==> config.mk <==
export PLATFORM = sky130hd
export DESIGN_NAME = mul8u_dot_acc
export DESIGN_NICKNAME = d
export VERILOG_FILES = /design/src/rtl/mul8u_dot_acc.sv
export SDC_FILE = /design/constraint.sdc
export NUM_CORES = 1
export LEC_CHECK = 0
export CAP_MARGIN = 20
export CORE_ASPECT_RATIO = 1.5
export CORE_MARGIN = 3
export CORE_UTILIZATION = 50
export CTS_CLUSTER_DIAMETER = 200
export DETAILED_ROUTE_END_ITERATION = 10
export GPL_TIMING_DRIVEN = 0
export PLACE_DENSITY = 0.9
export SETUP_SLACK_MARGIN = 0.15
export SYNTH_ARGS = -nofsm -noshare
export SYNTH_HDL_FRONTEND = slang
export SYNTH_SLANG_ARGS = --single-unit
==> constraint.sdc <==
create_clock -name clk -period 4.5 [get_ports clk]
set_clock_uncertainty 0.1 [all_clocks]
set_input_delay 0.9 -clock clk [delete_from_list [all_inputs] [get_ports clk]]
set_output_delay 0.9 -clock clk [all_outputs]
set_load 0.1 [all_outputs]
==> src/rtl/mul8u_dot_acc.sv <==
// Frame accumulator for approximate-multiplier products: sums one product per accepted
// beat, closes on in_last or MAX_LEN, and holds the result until the downstream takes it.
module mul8u_dot_acc #(
    parameter int PROD_W  = 16,
    parameter int ACC_W   = 24,
    parameter int MAX_LEN = 256,
    localparam int CNT_W  = $clog2(MAX_LEN + 1)
) (
    input  logic              clk,
    input  logic              rst,
    input  logic              clr,
    input  logic [PROD_W-1:0] in_prod,
    input  logic              in_valid,
    input  logic              in_last,
    output logic              in_ready,
    output logic [ACC_W-1:0]  out_sum,
    output logic [CNT_W-1:0]  out_cnt,
    output logic              out_ovf,
    output logic              out_valid,
    input  logic              out_ready,
    output logic [1:0]        dbg_state
);

    // Handshakes: a beat transfers on a rising edge where valid & ready are both high;
    // valid never waits on ready, and the result stays stable while out_valid & !out_ready.
    typedef enum logic [1:0] {
        S_IDLE = 2'd0,
        S_ACC  = 2'd1,
        S_HOLD = 2'd2
    } state_t;

    state_t             r_state;
    logic [ACC_W-1:0]   r_acc;
    logic [CNT_W-1:0]   r_cnt;
    logic               r_ovf;
    logic               r_out_valid;

    logic               w_accept;
    logic [ACC_W-1:0]   w_base;
    logic [ACC_W:0]     w_sum_ext;
    logic [CNT_W-1:0]   w_cnt_nxt;
    logic               w_ovf_nxt;
    logic               w_close;

    assign in_ready  = (r_state != S_HOLD);
    assign w_accept  = in_valid & in_ready;

    // A new frame starts from zero, so IDLE and ACC share one adder.
    assign w_base    = (r_state == S_IDLE) ? '0 : r_acc;
    assign w_sum_ext = {1'b0, w_base} + {{(ACC_W + 1 - PROD_W){1'b0}}, in_prod};
    assign w_cnt_nxt = (r_state == S_IDLE) ? CNT_W'(1) : r_cnt + CNT_W'(1);
    assign w_ovf_nxt = ((r_state == S_IDLE) ? 1'b0 : r_ovf) | w_sum_ext[ACC_W];
    assign w_close   = in_last | (w_cnt_nxt == CNT_W'(MAX_LEN));

    always_ff @(posedge clk or posedge rst) begin
        if (rst) begin
            r_state     <= S_IDLE;
            r_acc       <= '0;
            r_cnt       <= '0;
            r_ovf       <= 1'b0;
            r_out_valid <= 1'b0;
        end else if (clr) begin
            r_state     <= S_IDLE;
            r_acc       <= '0;
            r_cnt       <= '0;
            r_ovf       <= 1'b0;
            r_out_valid <= 1'b0;
        end else begin
            case (r_state)
                S_IDLE, S_ACC: begin
                    if (w_accept) begin
                        r_acc <= w_sum_ext[ACC_W-1:0];
                        r_cnt <= w_cnt_nxt;
                        r_ovf <= w_ovf_nxt;
                        if (w_close) begin
                            r_state     <= S_HOLD;
                            r_out_valid <= 1'b1;
                        end else begin
                            r_state <= S_ACC;
                        end
                    end
                end
                S_HOLD: begin
                    if (out_ready) begin
                        r_state     <= S_IDLE;
                        r_out_valid <= 1'b0;
                    end
                end
                default: begin
                    r_state     <= S_IDLE;
                    r_out_valid <= 1'b0;
                end
            endcase
        end
    end

    assign out_sum   = r_acc;
    assign out_cnt   = r_cnt;
    assign out_ovf   = r_ovf;
    assign out_valid = r_out_valid;
    assign dbg_state = r_state;

endmodule
# Word-level counts from Yosys, hierarchy flattened
# Cells that the tools add are included.
# classes
reduce_logical	7
n_eq_ne	7
add_sub_neg	2
n_bitwise	3
n_mux	22
# op_table
op	count
24-bit 2-to-1 mux	4
9-bit 2-to-1 mux	4
24-bit by 16-bit adder with 25-bit output	1
9-bit by 1-bit adder with 9-bit output (second input constant)	1
9-bit equality test (second input constant)	1
3-bit != test (second input constant)	3
1-bit 2-to-1 mux	8
2-bit 2-to-1 mux	4
2-bit case mux with 2 select lines	1
2-bit AND reduction	2
2-bit nonzero test	2
3-bit AND reduction	1
2-bit by 1-bit equality test with 1-bit output (second input constant)	1
2-bit equality test (second input constant)	1
2-bit zero test	1
2-bit != test (second input constant)	1
1-bit bitwise OR	2
1-bit case mux with 2 select lines	1
2-bit OR reduction	1
1-bit AND	1
# totals
register_bits	37
in_bits	22
output_inout_bits	38
wordCells	46

# Depth between registers and ports, before layout
# Gate-level depths: netlist of run 1.
# depth
word_depth	8
mapped_depth	15
ltp_nobuf	12

# Worst setup path after synthesis of run 1
# No wires, ideal clock.
# synth_path
path_kind	register to register
from	reg r_state[1], in the netlist dbg_state[1]
to	reg r_acc[21], in the netlist out_sum[21]
t_arrival_ns	3.752
stages_incl_launch_ff	15
period_less_slack_ns	3.934
path_slack_ns	0.566
setup_ns	0.082
n_path_buf	3
required_ns	4.318
path_cell_list	dfrtp_1 or2_2 clkbuf_1 clkbuf_1 clkbuf_1 and2_1 ha_1 a21oi_1 nor2b_2 a31oi_1 o31a_1 o21ai_2 a31oi_2 or4_1 a31oi_1
# synth_via
elab_chain_cells	6
word_cells_on_any_way	13
classes_between	add/sub (1); eq/ne (2); mux (4); bitwise (1); reduce/logical (5)
# synth_lines
item	line	rtl
start, declared	32	state_t r_state;
start signal, assigned	57	r_state <= S_IDLE;
start signal, assigned	63	r_state <= S_IDLE;
start signal, assigned	76	r_state <= S_HOLD;
2-bit zero test	49, 69	
24-bit 2-to-1 mux	49	assign w_base = (r_state == S_IDLE) ? '0 : r_acc;
24-bit by 16-bit adder with 25-bit output	50	assign w_sum_ext = {1'b0, w_base} + {{(ACC_W + 1 - PROD_W){1'b0}}, in_prod};
24-bit 2-to-1 mux	71	if (w_accept) begin
24-bit 2-to-1 mux	69	case (r_state)
24-bit 2-to-1 mux	62	end else if (clr) begin
end signal, assigned	72	r_acc <= w_sum_ext[ACC_W-1:0];
end, declared	33	logic [ACC_W-1:0] r_acc;
# Several ways; a longest one is shown, not always the timed one. The select of a mux whose other input is x is not followed.
# A chain may end at the register's enable or synchronous reset.

# Worst setup path in the final report of run 1
# layout_path
from	reg r_state[1], in the netlist dbg_state[1]
to	reg r_acc[20], in the netlist out_sum[20]
# Same word-level chain as after synthesis.

==> impl_metrics.tcl, run 1 <==
set metrics [dict create \
    status "finished clean" \
    start_kind "register" \
    fill_cells 391 \
    seq_area_um2 925.9 \
    num_rows 31 \
    synth_area_leaders "dfrtp_1, ha_1, nand2_1, xnor2_1, o21ai_0" \
    finalMaxSlewViolations 0 \
    comb_power_share 0.318 \
    worstMarginPinSlew_ns 1.021 \
    ys_types 41 \
    root_buffer "clkbuf_8" \
    worstPathMaxFanout 10 \
    synth_mux_area_frac 0.003964 \
    vias 2443 \
    io_pins 60 \
    arrival_ns 4.12 \
    numClockSinks 37 \
    die_h_um 93.04 \
    synth_cells 295 \
    clkLatencyLatePin_ns 0.29 \
    synth.cell_area_mm2 0.002525 \
    synthArstFlopShare 1.000 \
    antenna_found_initial 0 \
    met1_length_um 2639 \
    grt-ovfl-total 0 \
    clock.fmax_mhz 247.1 \
    wirelength_um 6613 \
    seq_power_share 0.400 \
    postCtsHoldBufs 0 \
    cts_buffers 5 \
    vias_per_cell 5.695 \
    htree_levels 2 \
    first_pass_iters 4 \
    dr_wl_met3_um 257 \
    dp_hpwl_um 4882 \
    path_cells "or2_2 > clkbuf_1 > clkbuf_1 > clkbuf_1 > and2_1 > ha_1 > fa_1 > a21o_1 > nand3_1 > a31oi_1 > o21ai_1 > o21ai_2 > nand3_1 > a21oi_1 > o22ai_1" \
    clk_pin_slew_ns 0.08 \
    post-route-period-util 0.8993 \
    avgRoutedWirePerCell_um 15.41 \
    dp_slack_ns 0.3568 \
    syn-num-nets 335 \
    coreArea_mm2 0.004848 \
    critPathSlowestCell "dfrtp_1" \
    p_switching_uw 342.9 \
    grt_max_degree 38 \
    yosysTopAreaCell "dfrtp_1" \
    grt_pass1_wl_um 11050 \
    sw_frac_of_total 0.3810 \
    area_growth_pct 30.82 \
    synth-compound-area-share 0.2210 \
    path_buf_inv 3 \
    ys_ff_latch 37 \
    wl_met2_um 3556 \
    power_leakage_nw 1.412 \
    yosys-top-cells-count "dfrtp_1, nand2_1, o21ai_0" \
    cap_viol_max_count 0 \
    yosysMostFrequentCell "dfrtp_1" \
    setup_violations 0 \
    p_clk_frac 0.282 \
    crit_family "compound AO/OA/AOI/OAI gates" \
    first_iter_violations 95 \
    power.density_mw_per_mm2 272.4 \
    ant_nets 0 \
    diodes 0 \
    synthXorXnorAreaFrac 0.06591 \
    multi_input_area_mm2 0.001535 \
    clock_path_buffers 2 \
    slew_headroom 0.3175 \
    synth-adder-area-share 0.09217 \
    io_buffers 59 \
    ys.flop_type "dfrtp_1" \
    rsz0062_at_grt "false" \
    tns_ns 0 \
    die_x_um 64.02 \
    synth_top_area_frac 0.3667 \
    nNetsFinal 402 \
    cp_slowest_stage_delay_ns 0.47 \
    synth-edff-count 0 \
    first_global_vias 2544 \
    place_congestion 0.8751 \
    post_synth.cell_area_avg_um2 8.559 \
    track_usage 0.2338 \
    required_ns 4.57 \
    layout_setup_ws_ns 0.4533 \
    start_util 0.5208 \
    dieArea_mm2 0.005956 \
    synth-simple-area-share 0.2235 \
    drc 0 \
    hold_viol_final 0 \
    drive_gt1_frac 0.04408 \
    yosys_warnings 0 \
    synth_top_family_by_area "simple AND/OR/NAND/NOR gates" \
    p_int_uw 557.0 \
    topRoutingLayerUsed "met4" \
    crit_type "reg2reg" \
    tritoncts "built" \
    peakVddDrop_mv 0.1437 \
    min_path_type "reg2reg" \
    finish.instance_area_mm2 0.003303 \
    placed_area_mm2 0.003198 \
    p_total_uw 899.8 \
    yosysSeqAreaShare 0.3667 \
    endpoint_kind "register" \
    timing.final.crit_period_ns 4.047 \
    path_common_cell "clkbuf_1" \
]
[stage by stage]
stage / std cells / hold WS, ns / util
6_report: 429 / 0.4282 / 0.6813
4_1_cts: 428 / 0.4320 / 0.6795
2_1_floorplan: 295 / 0.8778 / -
5_1_grt: 429 / 0.4504 / 0.6813
3_5_place_dp: 420 / 0.4073 / 0.6596
3_3_place_gp: 420 / 0.4010 / 0.6596
[worst paths after layout]
kind                              start            to  slack (ns)  cells after the start
min                           out_valid     out_valid        0.43                      2
max in group asynchronous           rst    out_sum[5]        2.81                      2
min in group asynchronous           rst  dbg_state[1]        0.98                      2
min reg2reg                   out_valid     out_valid        0.43                      2
max                        dbg_state[1]   out_sum[20]        0.45                     15
max reg2reg                dbg_state[1]   out_sum[20]        0.45                     15
[logic make-up (layout without fill, tap and decap cells)]
family | after synthesis | count (layout)
and+or+nand+nor | 113 | 113
AOI/OAI and AO/OA | 89 | 89
DFF | 37 | 37
xor gates and xnor gates | 19 | 19
adders and majority gates | 18 | 18
buffers and inverters | 18 | 86
muxes | 1 | 1
[per-layer routing]
metal | vias up | GRT usage
li1 | 1197 | -
met1 | 1169 | 0.2427
met2 | 64 | 0.4435
met3 | 13 | 0.03726
met4 | 0 | 0.1135
met5 | - | 0
[power groups by stage]
| stage | combinational (mW) | sequential (mW) | clock, mW |
|---|---|---|---|
| floorplan | 0.101 | 0.469 | 0 |
| global placement | 0.279 | 0.365 | 0 |
| detailed placement | 0.285 | 0.366 | 0 |
| CTS | 0.286 | 0.360 | 0.256 |
| global route | 0.304 | 0.362 | 0.270 |
| finish | 0.286 | 0.360 | 0.254 |
[worst min-delay path, cell delays in order, from the launching register on]
cell      delay [ns]
dfrtp_1         0.35
nand3b_1        0.08
nand2_1         0.06
[registers in the layout, summed over array words and instances, names as in the netlist]
name,count
out_valid,1
out_sum,24
out_cnt,9
dbg_state,2
out_ovf,1
[area by class of cell]
type / instances / share of cell area
plain buffers: 12 / 0.01364
clock buffers: 6 / 0.02500
clock inverters: 2 / 0.004167
inverters: 6 / 0.006818
multi-input cells: 240 / 0.4648
flip-flops and latches: 37 / 0.2803
well taps: 66 / 0.02500
repair buffers: 60 / 0.1803
[layout by cell type (no fill, tap or decap), types with 2 or more instances in the layout]
cell type,Yosys,final
clkdlybuf4s50_1,0,59
clkbuf_1,12,12
and3_1,4,4
clkbuf_8,0,6
nor2b_1,3,3
o21ai_0,24,24
and2_1,17,17
o21ai_2,1,2
nand2_1,36,36
nor2_1,19,19
a21oi_1,21,21
o31ai_1,2,2
inv_1,6,5
dfrtp_1,37,37
a22o_1,11,11
or4_1,4,4
a21o_1,3,3
ha_1,17,17
xnor2_1,15,15
o211ai_1,4,4
o21ai_1,4,3
nor3_1,5,5
xor2_1,4,4
a31oi_1,8,8
nand2b_1,4,4
a211oi_1,3,3
nand4_1,3,3
nand3_1,12,12
nand4b_1,2,2
[repair_timing]
action	4_1_cts	5_1_grt
setup buffers	0	0
gates resized for setup	0	1
endpoints found under the hold margin	0	0
setup endpoints to repair	0	4
Power figures use the tool's default switching activity.
==> inputs of run 2 (changes only) <==
Settings changed: PLACE_DENSITY 0.9 to 0.8.
==> impl_metrics.tcl, run 2 (synthesized netlist as in run 1, its figures left out) <==
set metrics [dict create \
    drc 0 \
    root_buffer "clkbuf_8" \
    post-route-period-util 0.8838 \
    grt_max_degree 38 \
    required_ns 4.61 \
    power.density_mw_per_mm2 267.8 \
    avgRoutedWirePerCell_um 14.50 \
    die_h_um 93.04 \
    drive_gt1_frac 0.04144 \
    placed_area_mm2 0.003198 \
    peakVddDrop_mv 0.1996 \
    hold_viol_final 0 \
    htree_levels 2 \
    grt_pass1_wl_um 10650 \
    grt-ovfl-total 0 \
    first_pass_iters 4 \
    min_path_type "reg2reg" \
    dp_hpwl_um 4602 \
    finalMaxSlewViolations 0 \
    worstPathMaxFanout 10 \
    p_total_uw 882.3 \
    clk_pin_slew_ns 0.07 \
    layout_setup_ws_ns 0.5228 \
    arrival_ns 4.08 \
    vias_per_cell 5.605 \
    area_growth_pct 30.48 \
    slew_headroom 0.3487 \
    place_congestion 0.9165 \
    tns_ns 0 \
    dieArea_mm2 0.005956 \
    endpoint_kind "register" \
    finish.instance_area_mm2 0.003294 \
    num_rows 31 \
    status "finished clean" \
    start_util 0.5208 \
    rsz0062_at_grt "false" \
    crit_type "reg2reg" \
    first_iter_violations 127 \
    antenna_found_initial 0 \
    vias 2399 \
    clock_path_buffers 2 \
    cts_buffers 5 \
    nNetsFinal 402 \
    fill_cells 439 \
    start_kind "register" \
    layout_commonest_cell "clkdlybuf4s50_1" \
    die_x_um 64.02 \
    timing.final.crit_period_ns 3.977 \
    wirelength_um 6208 \
    numClockSinks 37 \
    postCtsHoldBufs 0 \
    setup_violations 0 \
    first_global_vias 2413 \
    diodes 0 \
    io_buffers 59 \
    dp_slack_ns 0.3367 \
    worstMarginPinSlew_ns 0.9739 \
    coreArea_mm2 0.004848 \
    cap_viol_max_count 0 \
    power_leakage_nw 1.409 \
    clock.fmax_mhz 251.4 \
    final_cell_mix "clkdlybuf4s50_1, dfrtp_1, nand2_1" \
    ant_nets 0 \
    io_pins 60 \
    track_usage 0.2220 \
    largest_register_ffs 24 \
    post_cts_buffers 0 \
    tritoncts "built" \
    clkLatencyLatePin_ns 0.29 \
]
run 2: power breakdown:
part	switching, mW	internal [mW]	leakage (nW)
clock	0.117	0.122	0.0443
combinational	0.197	0.0863	0.860
sequential	0.0132	0.347	0.504
run 2: final cells by class:
| class | instances | area, um2 | share of cell area |
|---|---|---|---|
| multi-input cells | 240 | 1535 | 0.4660 |
| clock buffers | 7 | 86.33 | 0.02621 |
| flip-flops and latches | 37 | 925.9 | 0.2810 |
| well taps | 66 | 82.58 | 0.02507 |
| inverters | 6 | 22.52 | 0.006836 |
| repair buffers | 60 | 595.6 | 0.1808 |
| plain buffers | 12 | 46.29 | 0.01405 |
run 2: timing repair:
action	CTS	global route
endpoints found under the setup margin	0	5
endpoints found under the hold margin	0	0
gates resized for setup	0	3
run 2: path summary, 6_finish.rpt:
check	end	slack [ns]	startpoint	cells past startpoint
max	out_sum[21]	0.52	dbg_state[1]	14
min in group asynchronous	dbg_state[1]	0.98	rst	2
max in group asynchronous	out_sum[18]	2.83	rst	2
max reg2reg	out_sum[21]	0.52	dbg_state[1]	14
min	out_sum[12]	0.42	out_sum[12]	1
min reg2reg	out_sum[12]	0.42	out_sum[12]	1
run 2: through the flow:
step	cells	utilization	hold WS [ns]
floorplan	295	-	0.8778
global placement	420	0.6596	0.3974
detailed placement	420	0.6596	0.4077
CTS	427	0.6774	0.4256
global route	428	0.6795	0.4334
finish	428	0.6795	0.4210
run 2: layer usage:
metal	track usage	vias to the layer above	part of all wire
met5	0	-	0
met1	0.2670	1137	0.43
li1	-	1192	-
met2	0.3857	58	0.51
met4	0.09730	0	0.021
met3	0.03486	12	0.037
run 2: critical path: stages (launching register included):
cell and delay (ns):
dfrtp_1 0.47, or2_2 0.15, clkbuf_1 0.24, clkbuf_1 0.38, clkbuf_2 0.31, and2_1 0.16, ha_1 0.18, a21oi_1 0.09
nor2b_2 0.14, a31oi_1 0.15, o31a_1 0.38, o21ai_2 0.22, a31oi_2 0.22, or4_1 0.51, a31oi_1 0.19
==> inputs of run 3 (changes only) <==
Settings changed: CORE_ASPECT_RATIO 1.5 to 1.4, CORE_MARGIN 3 to 2.
==> impl_metrics.tcl, run 3 (synthesized netlist as in run 1, its figures left out) <==
set metrics [dict create \
    seq_power_share 0.409 \
    track_usage 0.2262 \
    nNetsFinal 402 \
    largest_register_ffs 24 \
    grt_pass1_wl_um 10060 \
    p_clk_frac 0.269 \
    place_congestion 0.8956 \
    avgRoutedWirePerCell_um 14.32 \
    fin_util 0.6804 \
    r2r_cells 15 \
    clock_path_buffers 2 \
    worstMarginPinSlew_ns 0.9906 \
    timing.final.crit_period_ns 3.956 \
    endpoint "out_sum[14]" \
    p_int_uw 554.8 \
    comb_power_share 0.322 \
    layout_commonest_cell "clkdlybuf4s50_1" \
    htree_levels 2 \
    min_path_type "reg2reg" \
    seq_area_um2 925.9 \
    grt_max_degree 38 \
    slew_headroom 0.3375 \
    io_buffers 59 \
    rsz0062_at_grt "false" \
    antenna_found_initial 0 \
    clkLatencyLatePin_ns 0.29 \
    cap_viol_max_count 0 \
    endpoint_kind "register" \
    coreArea_mm2 0.004842 \
    wirelength_um 6101 \
    reg2reg_from "dbg_state[1]" \
    drive_gt1_frac 0.04144 \
    required_ns 4.58 \
    vias_per_cell 5.690 \
    post-route-period-util 0.8792 \
    clock.fmax_mhz 252.8 \
    final_cell_mix "clkdlybuf4s50_1, dfrtp_1, nand2_1" \
    tritoncts "built" \
    dp.cells 418 \
    peakVddDrop_mv 0.2418 \
    finalMaxSlewViolations 0 \
    die_h_um 88.08 \
    layout.cells.non_filler 426 \
    p_switching_uw 325.5 \
    start_kind "register" \
    vias 2424 \
    root_buffer "clkbuf_8" \
    r2r-end "out_sum[14]" \
    critPathLaunch "dbg_state[1]" \
    area_growth_pct 30.48 \
    crit_type "reg2reg" \
    first_pass_iters 4 \
    hold_viol_final 0 \
    fill_cells 410 \
    power_leakage_nw 1.408 \
    cts_buffers 5 \
    diodes 0 \
    tns_ns 0 \
    die_x_um 64.06 \
    start_util 0.5214 \
    status "finished clean" \
    arrival_ns 4.04 \
    numClockSinks 37 \
    ant_nets 0 \
    dp_hpwl_um 4540 \
    multi_input_area_mm2 0.001535 \
    postCtsHoldBufs 0 \
    drc 0 \
    first_iter_violations 121 \
    reg2reg_setup_slack_ns 0.54 \
    post_cts_buffers 0 \
    power.density_mw_per_mm2 267.2 \
    hold_start "out_sum[12]" \
    sw_frac_of_total 0.3698 \
    num_rows 30 \
    dieArea_mm2 0.005642 \
    io_pins 60 \
    clk_pin_slew_ns 0.07 \
    worstPathMaxFanout 10 \
    setup_violations 0 \
    grt-ovfl-total 0 \
    first_global_vias 2199 \
]
-- run 3: changes by cell type in the layout (fill, tap and decap cells not counted) --
cell / before / now
buf_2: 1 / 0
clkbuf_4: 0 / 1
-- run 3: power by group through the flow --
stage	sequential, mW	clock, mW	combinational (mW)
6_report	0.360	0.237	0.284
5_1_grt	0.362	0.252	0.302
4_1_cts	0.360	0.237	0.284
3_5_place_dp	0.366	0	0.283
3_3_place_gp	0.366	0	0.280
2_1_floorplan	0.469	0	0.101
-- run 3: how the worst min path moves through the flow --
stage,endpoint,slack [ns],cells past startpoint
global route,out_sum[14],0.44,1
CTS,out_sum[12],0.42,1
global placement,out_sum[13],0.41,1
finish,out_sum[12],0.42,1
detailed placement,out_sum[12],0.41,1
floorplan,out_sum[3],0.88,2
-- run 3: area by class of cell --
| class | count | area share |
|---|---|---|
| multi-input combinational | 240 | 0.4660 |
| sequential | 37 | 0.2810 |
| timing repair buffer | 60 | 0.1815 |
| clock buffer | 7 | 0.02621 |
| tap | 64 | 0.02431 |
| buffer | 12 | 0.01405 |
| inverter | 6 | 0.006836 |
-- run 3: metrics by stage --
stage	area (um2)	total power, mW	setup WS, ns	hold slack [ns]
detailed placement	3196	0.6495	0.3774	0.4094
finish	3294	0.8803	0.5436	0.4187
global route	3294	0.9159	0.2418	0.4433
CTS	3282	0.8810	0.3281	0.4246
global placement	3196	0.6457	0.3808	0.4054
floorplan	2525	0.5703	0.5658	0.8778
-- run 3: critical path: stages, from the launching register on --
cell	delay (ns)
dfrtp_1	0.46
or2_2	0.30
clkbuf_1	0.17
clkbuf_1	0.25
clkbuf_2	0.25
and2_1	0.20
ha_1	0.20
fa_1	0.41
a21o_1	0.19
nand3_1	0.10
a31oi_1	0.16
o21ai_1	0.41
a221oi_1	0.18
nor2b_1	0.19
xnor2_1	0.09
a22o_1	0.20
-- run 3: repair_timing --
| action | in CTS | in global routing |
|---|---|---|
| setup endpoints to repair | 0 | 7 |
| hold endpoints to repair | 0 | 0 |
| gates resized for setup | 0 | 3 |
-- run 3: layer usage --
metal / global-route usage / wire [um] / vias up
met2: 0.3949 / 3202 / 55
met4: 0.06719 / 50 / 0
li1: - / - / 1193
met1: 0.2858 / 2563 / 1171
met3: 0.03985 / 284 / 5
met5: 0 / 0 / -
